===== src/rtl/prog_mem_pkg.sv =====
// Shared types and defaults for the program memory and its byte-stream loader.
package prog_mem_pkg;

    localparam int ADDR_W_DEF    = 8;
    localparam int DATA_W_DEF    = 16;
    // Position of the word-count byte within a program image
    localparam int HDR_COUNT_POS = 0;

    typedef enum logic [2:0] {
        L_COUNT,
        L_HI,
        L_LO,
        L_WRITE,
        L_CKSUM,
        L_DONE,
        L_ERR
    } loader_state_t;

endpackage


===== src/rtl/prog_mem_ram.sv =====
// Unified program/data RAM: one synchronous write port, asynchronous read, contents not reset.
module prog_mem_ram
    import prog_mem_pkg::*;
#(
    parameter int ADDR_W = ADDR_W_DEF,
    parameter int DATA_W = DATA_W_DEF
) (
    input  logic              clk,
    input  logic              i_we,
    input  logic [ADDR_W-1:0] i_waddr,
    input  logic [DATA_W-1:0] i_wdata,
    input  logic [ADDR_W-1:0] i_raddr,
    output logic [DATA_W-1:0] o_rdata
);

    logic [DATA_W-1:0] r_mem [2**ADDR_W];

    always_ff @(posedge clk) begin
        if (i_we) begin
            r_mem[i_waddr] <= i_wdata;
        end
    end

    assign o_rdata = r_mem[i_raddr];

endmodule


===== src/rtl/prog_mem_loader.sv =====
// Program image loader in front of the CPU program/data RAM; holds the CPU in reset until loaded.
// Define LOADER_CHECKSUM_EN to require a trailing checksum byte (byte sum of image + checksum == 0).
module prog_mem_loader
    import prog_mem_pkg::*;
#(
    parameter int ADDR_W = ADDR_W_DEF,
    parameter int DATA_W = DATA_W_DEF
) (
    input  logic              clk,
    input  logic              rst,
    input  logic [7:0]        ld_data,
    input  logic              ld_valid,
    output logic              ld_ready,
    input  logic [ADDR_W-1:0] cpu_addr,
    input  logic              cpu_mw,
    input  logic [DATA_W-1:0] cpu_wdata,
    output logic [DATA_W-1:0] cpu_rdata,
    output logic              cpu_rst,
    output logic              load_done,
    output logic              load_err,
    output logic [ADDR_W-1:0] load_count
);

`ifdef LOADER_CHECKSUM_EN
    localparam loader_state_t IMG_END_ST = L_CKSUM;
    logic [7:0]        r_sum;
    logic              r_load_err;
`else
    localparam loader_state_t IMG_END_ST = L_DONE;
`endif
    localparam logic END_IS_DONE = (IMG_END_ST == L_DONE);

    loader_state_t     r_state;
    logic              r_ld_ready;
    logic              r_cpu_rst;
    logic              r_load_done;
    logic [ADDR_W-1:0] r_wptr;
    logic [7:0]        r_n;
    logic [7:0]        r_hi;
    logic [7:0]        r_lo;

    logic              w_xfer;
    logic              w_we;
    logic [ADDR_W-1:0] w_waddr;
    logic [DATA_W-1:0] w_wdata;

    assign w_xfer = ld_valid && r_ld_ready;

    always_ff @(posedge clk or posedge rst) begin
        if (rst) begin
            r_state     <= L_COUNT;
            r_ld_ready  <= 1'b0;
            r_cpu_rst   <= 1'b1;
            r_load_done <= 1'b0;
            r_wptr      <= '0;
`ifdef LOADER_CHECKSUM_EN
            r_sum       <= 8'h00;
            r_load_err  <= 1'b0;
`endif
        end else begin
`ifdef LOADER_CHECKSUM_EN
            if (w_xfer) begin
                r_sum <= r_sum + ld_data;
            end
`endif
            case (r_state)
                L_COUNT: begin
                    r_ld_ready <= 1'b1;
                    if (w_xfer) begin
                        if (ld_data == 8'h00) begin
                            r_state     <= IMG_END_ST;
                            r_ld_ready  <= !END_IS_DONE;
                            r_cpu_rst   <= !END_IS_DONE;
                            r_load_done <= END_IS_DONE;
                        end else begin
                            r_state <= L_HI;
                        end
                    end
                end
                L_HI: begin
                    r_ld_ready <= 1'b1;
                    if (w_xfer) begin
                        r_state <= L_LO;
                    end
                end
                L_LO: begin
                    r_ld_ready <= 1'b1;
                    if (w_xfer) begin
                        r_state    <= L_WRITE;
                        r_ld_ready <= 1'b0;
                    end
                end
                // The RAM write itself happens through the port mux below
                L_WRITE: begin
                    r_wptr <= r_wptr + 1'b1;
                    if ((r_wptr + 1'b1) == ADDR_W'(r_n)) begin
                        r_state     <= IMG_END_ST;
                        r_ld_ready  <= !END_IS_DONE;
                        r_cpu_rst   <= !END_IS_DONE;
                        r_load_done <= END_IS_DONE;
                    end else begin
                        r_state    <= L_HI;
                        r_ld_ready <= 1'b1;
                    end
                end
`ifdef LOADER_CHECKSUM_EN
                L_CKSUM: begin
                    r_ld_ready <= 1'b1;
                    if (w_xfer) begin
                        r_ld_ready <= 1'b0;
                        if (8'(r_sum + ld_data) == 8'h00) begin
                            r_state     <= L_DONE;
                            r_cpu_rst   <= 1'b0;
                            r_load_done <= 1'b1;
                        end else begin
                            r_state    <= L_ERR;
                            r_load_err <= 1'b1;
                        end
                    end
                end
                L_ERR: begin
                    r_ld_ready <= 1'b0;
                end
`endif
                L_DONE: begin
                    r_ld_ready <= 1'b0;
                end
                default: begin
                    r_state    <= L_COUNT;
                    r_ld_ready <= 1'b0;
                end
            endcase
        end
    end

    // Byte holding registers carry no control meaning, so they are left out of reset
    always_ff @(posedge clk) begin
        if (w_xfer) begin
            case (r_state)
                L_COUNT: r_n  <= ld_data;
                L_HI:    r_hi <= ld_data;
                L_LO:    r_lo <= ld_data;
                default: ;
            endcase
        end
    end

    // Loader and CPU never write in the same state, so a plain mux suffices
    assign w_we    = (r_state == L_WRITE) || ((r_state == L_DONE) && cpu_mw);
    assign w_waddr = (r_state == L_WRITE) ? r_wptr : cpu_addr;
    assign w_wdata = (r_state == L_WRITE) ? {r_hi, r_lo} : cpu_wdata;

    prog_mem_ram #(
        .ADDR_W (ADDR_W),
        .DATA_W (DATA_W)
    ) u_ram (
        .clk     (clk),
        .i_we    (w_we),
        .i_waddr (w_waddr),
        .i_wdata (w_wdata),
        .i_raddr (cpu_addr),
        .o_rdata (cpu_rdata)
    );

    assign ld_ready   = r_ld_ready;
    assign cpu_rst    = r_cpu_rst;
    assign load_done  = r_load_done;
    assign load_count = r_wptr;
`ifdef LOADER_CHECKSUM_EN
    assign load_err   = r_load_err;
`else
    assign load_err   = 1'b0;
`endif

endmodule


===== config.mk =====
export PLATFORM = sky130hd
export DESIGN_NAME = prog_mem_loader
export DESIGN_NICKNAME = d
export VERILOG_FILES = /design/src/rtl/prog_mem_pkg.sv /design/src/rtl/prog_mem_ram.sv /design/src/rtl/prog_mem_loader.sv
export SDC_FILE = /design/constraint.sdc
export NUM_CORES = 2
export LEC_CHECK = 0
export CORE_MARGIN = 2
export CORE_UTILIZATION = 63
export CTS_CLUSTER_DIAMETER = 100
export DETAILED_ROUTE_END_ITERATION = 12
export PLACE_DENSITY_LB_ADDON = 0.12
export SYNTH_ARGS = -nofsm -noshare
export SYNTH_HDL_FRONTEND = slang
export SYNTH_HIERARCHICAL = 1
export SYNTH_SLANG_ARGS = --single-unit

===== constraint.sdc =====
create_clock -name clk -period 7 [get_ports clk]
set_clock_uncertainty 0.2 [all_clocks]
set_input_delay 0.7 -clock clk [delete_from_list [all_inputs] [get_ports clk]]
set_output_delay 0.7 -clock clk [all_outputs]
set_load 0.01 [all_outputs]

==> results.toml <==
[status]
outcome = "finished with violations"
failed_checks = "capacitance limit"

[place]
dp.cells = 10996
detailed_place_hpwl_um = 241300
final_weighted_congestion_in_routability_driven_placement = 0.9978
buffer_ports.inserted = 62
instance_area_after_placement_mm2 = 0.1671

[floorplan]
initial_core_util_pct = 63.25
num_io_pins = 64
die_y_um = 508.4
area_of_the_core_region_mm2 = 0.2535
fp.dieArea_mm2 = 0.2585
die_width_um = 508.4
rows = 185

[synth]
syn-instance-count = 7549
synth.lib_cells_used.distinct = 64
synth.avg_cell_area_um2 = 21.24
synth-edff-count = 4120
yosysWarnings = 6
ys_seq_elements = 4134
synth-main-ff-cell = "sky130_fd_sc_hd__edfxtp_1"
synth_sequential_area_ratio_pct = 77.39
syn-num-nets = 7586
synthesis.area_mm2 = 0.1603
synthArstFlopShare_pct = 0.3387

[clock_network]
cts.repair.resized = 0
post-cts-setup-buffers = 0
insertion_delay_ps = 970
root_buffer_cell = "sky130_fd_sc_hd__clkbuf_16"
cts.reportedPaths.clkPinSlew_ps = 60
htree_levels = 5
tritoncts_clock_tree = "yes"
cts.sink_count = 4134
clockBufferDepth = 4
numCtsBuffers = 411

[power_and_ir_drop]
static-leakage-power_nw = 57.45
ir_drop_mv = 0.4312
power_density_mw_per_mm2 = 317.8

[global_routing]
overflow = 0
global_route_wire_length_before_repair_um = 585500
met1_use_gr_pct = 46.18
grtUsageTotal_pct = 32.11
gr-usage-met3_pct = 7.820
grt_most_used_layer = "met2"
groute.layer.met2.usage_pct = 48.68
grt_pass1_vias = 79641
antenna_found_initial = 15
grt_max_degree = 230

[worst_setup_path]
endpoint_kind = "output port"
timing.setup.critical_path_class = "primary input to output port"
crit_arrival_ps = 5970
reg2reg_from = "r_state[0]"
worstRegToRegCells = 9
crit_fanout = 60
crit_start = "cpu_addr[2]"
cp.required_ps = 6100
crit_path_start_kind = "primary input"

[detailed_routing]
drc_violations = 0
drt-vias-per-instance = 6.989
finalWirelength_um = 412900
postRouteAntennaNets = 0
detailedRoute.firstIterationViolations = 12372
vias = 81915
route.detailed.wl_per_inst_um = 35.23
first_pass_drt_iterations = 8

[timing]
timing.final.crit_share_pct = 98.09
hold_viol = 0
min_period_ps = 6866
finalSetupTns_ps = 0
slew_headroom_pct = 0.1834
tightestPinTransition_ps = 1493
rsz0062_at_grt = "no"
final_number_of_setup_violating_endpoints = 0
slew_violations = 0
clock.fmax_mhz = 145.6

[min_path]
min_from = "ld_data[6]"
whs_path_depth = 1
holdCritPathClass = "primary input to register"

[final_layout]
finish.instance_area_mm2 = 0.1798
layout.cells.non_filler = 11720
num-nets-final = 8081
fraction_of_final_layout_cells_sized_beyond_drive_strength_1_pct = 23.80
synthToLayoutAreaGrowth_pct = 12.13

[run]
drv.max_cap_violation_count = 1
[metrics by stage]
step	hold WS, ps	total power [mW]	util (%)	setup slack [ps]
after floorplan	281.2	34.31	-	1374
after global placement	254.4	36.30	65.92	353.7
after detailed placement	268.3	36.57	65.92	559.6
after CTS	147.4	57.21	70.91	560.4
after global routing	203.7	58.51	70.91	205.1
final	208.4	57.12	70.92	133.9
[sequential cells by signal (all words and copies together) (netlist names)]
name / flops
cpu_rst: 1
r_state: 3
r_lo: 8
load_count: 8
ld_ready: 1
load_done: 1
r_n: 8
r_hi: 8
u_ram/r_mem: 4096
[placed cells by master (no fill, tap or decap), types with 7 or more instances in the layout]
| cell type | Yosys | routed |
|---|---|---|
| sky130_fd_sc_hd__nand3_2 | 1 | 10 |
| sky130_fd_sc_hd__clkbuf_16 | 0 | 419 |
| sky130_fd_sc_hd__nor4_1 | 22 | 21 |
| sky130_fd_sc_hd__mux4_2 | 797 | 797 |
| sky130_fd_sc_hd__xnor2_1 | 8 | 8 |
| sky130_fd_sc_hd__clkinv_1 | 0 | 98 |
| sky130_fd_sc_hd__nor2_1 | 312 | 276 |
| sky130_fd_sc_hd__nor2_2 | 0 | 36 |
| sky130_fd_sc_hd__a22o_1 | 32 | 32 |
| sky130_fd_sc_hd__mux2i_1 | 565 | 565 |
| sky130_fd_sc_hd__buf_12 | 5 | 56 |
| sky130_fd_sc_hd__clkbuf_1 | 239 | 92 |
| sky130_fd_sc_hd__a211oi_1 | 19 | 19 |
| sky130_fd_sc_hd__nor2b_1 | 9 | 9 |
| sky130_fd_sc_hd__o32ai_1 | 20 | 20 |
| sky130_fd_sc_hd__clkinvlp_4 | 0 | 11 |
| sky130_fd_sc_hd__a22oi_1 | 43 | 43 |
| sky130_fd_sc_hd__a221oi_1 | 29 | 29 |
| sky130_fd_sc_hd__diode_2 | 0 | 8 |
| sky130_fd_sc_hd__nand2_1 | 119 | 103 |
| sky130_fd_sc_hd__o31ai_1 | 19 | 19 |
| sky130_fd_sc_hd__nand4_1 | 27 | 27 |
| sky130_fd_sc_hd__o221ai_1 | 252 | 252 |
| sky130_fd_sc_hd__and3_1 | 11 | 11 |
| sky130_fd_sc_hd__xor2_1 | 7 | 7 |
| sky130_fd_sc_hd__nand2_4 | 0 | 16 |
| sky130_fd_sc_hd__a31oi_1 | 7 | 7 |
| sky130_fd_sc_hd__a21oi_1 | 181 | 180 |
| sky130_fd_sc_hd__mux2_2 | 88 | 88 |
| sky130_fd_sc_hd__buf_4 | 27 | 428 |
| sky130_fd_sc_hd__bufinv_16 | 0 | 32 |
| sky130_fd_sc_hd__o21ai_0 | 41 | 41 |
| sky130_fd_sc_hd__clkdlybuf4s50_1 | 0 | 57 |
| sky130_fd_sc_hd__nor3_1 | 97 | 94 |
| sky130_fd_sc_hd__dfrtp_1 | 13 | 13 |
| sky130_fd_sc_hd__edfxtp_1 | 4120 | 4120 |
| sky130_fd_sc_hd__o22ai_1 | 148 | 148 |
| sky130_fd_sc_hd__nand3_1 | 38 | 29 |
| sky130_fd_sc_hd__clkinv_2 | 0 | 50 |
[kinds of logic after synthesis]
logic type      synth area share [%]
buf+inv                        1.723
compound gates                 3.567
xor+xnor                     0.08195
mux                            15.34
simple gates                   1.883
flops                          77.39
other cells                 0.002339
fa+ha+maj                   0.007803
[power by group]
group / switching [mW] / internal, mW
clock: 8.86 / 12.1
sequential: 0.0762 / 30.0
combinational: 4.91 / 1.20
total: 13.8 / 43.3
[routing by layer]
layer	vias up	routed length, µm
met2	5223	193700
met3	772	48040
met5	-	13
met1	43026	154700
met4	2	16490
li1	32892	-
[critical path: stages]
cell and delay (ps):
sky130_fd_sc_hd__clkbuf_8 280, sky130_fd_sc_hd__or2_4 630, sky130_fd_sc_hd__buf_4 360, sky130_fd_sc_hd__o221ai_1 330, sky130_fd_sc_hd__a21oi_1 120, sky130_fd_sc_hd__o31ai_1 950, sky130_fd_sc_hd__o32ai_1 400, sky130_fd_sc_hd__buf_4 270
sky130_fd_sc_hd__nor4_1 1020, sky130_fd_sc_hd__buf_4 260, sky130_fd_sc_hd__clkdlybuf4s50_1 530
[cells in the mapped netlist, drive strengths merged (2+ instances only)]
master | n | share of area (%)
a211oi | 19 | 0.089
nand4 | 27 | 0.11
or4b | 2 | 0.015
o22ai | 148 | 0.58
a221oi | 29 | 0.16
o31ai | 19 | 0.089
mux2 | 88 | 0.62
a22oi | 43 | 0.20
and4 | 2 | 0.011
mux4 | 797 | 11
a2111oi | 6 | 0.033
or2 | 7 | 0.027
nand3b | 2 | 0.0094
o221ai | 253 | 1.4
xor2 | 7 | 0.038
and3 | 12 | 0.050
buf | 224 | 1.1
dfrtp | 13 | 0.20
xnor2 | 8 | 0.044
a21oi | 181 | 0.57
nand3 | 39 | 0.12
nand2 | 119 | 0.28
nand2b | 6 | 0.023
and2 | 3 | 0.012
edfxtp | 4120 | 77
a22o | 32 | 0.17
nor2b | 9 | 0.035
nor4bb | 2 | 0.012
nor3 | 97 | 0.30
nor4 | 23 | 0.094
mux2i | 565 | 3.5
a21o | 2 | 0.0094
or3 | 4 | 0.016
clkbuf | 240 | 0.57
nor2 | 312 | 0.73
nand4b | 3 | 0.016
a31oi | 7 | 0.027
inv | 8 | 0.019
o21ai | 42 | 0.13
o32ai | 21 | 0.12
[worst paths after layout]
kind                                  endpoint  slack (ps)
max in group asynchronous              cpu_rst        5790
hold reg to reg                      load_done         280
min in group asynchronous        load_count[6]         440
setup / recovery                 cpu_rdata[11]         130
hold / removal                         r_lo[6]         210
setup reg to reg           u_ram/r_mem[208][3]        1130
[final cells by class]
cell class                      count  area [µm²]
Inverter                            8       42.54
Multi-Input combinational cell   2943       33790
Antenna cell                        8       20.02
Clock inverter                    201        1764
Fill cell                       14795       73710
Sequential cell                  4134      124100
Clock buffer                      514       10870
Tap cell                         3366        4212
Timing Repair Buffer              546        4982
[what timing repair did]
action                                  in CTS  in global routing
endpoints found under the setup margin       0                  0
hold endpoints to repair                    13                  0
hold buffers                                 1                  0
(Power assumes the default switching activity.)
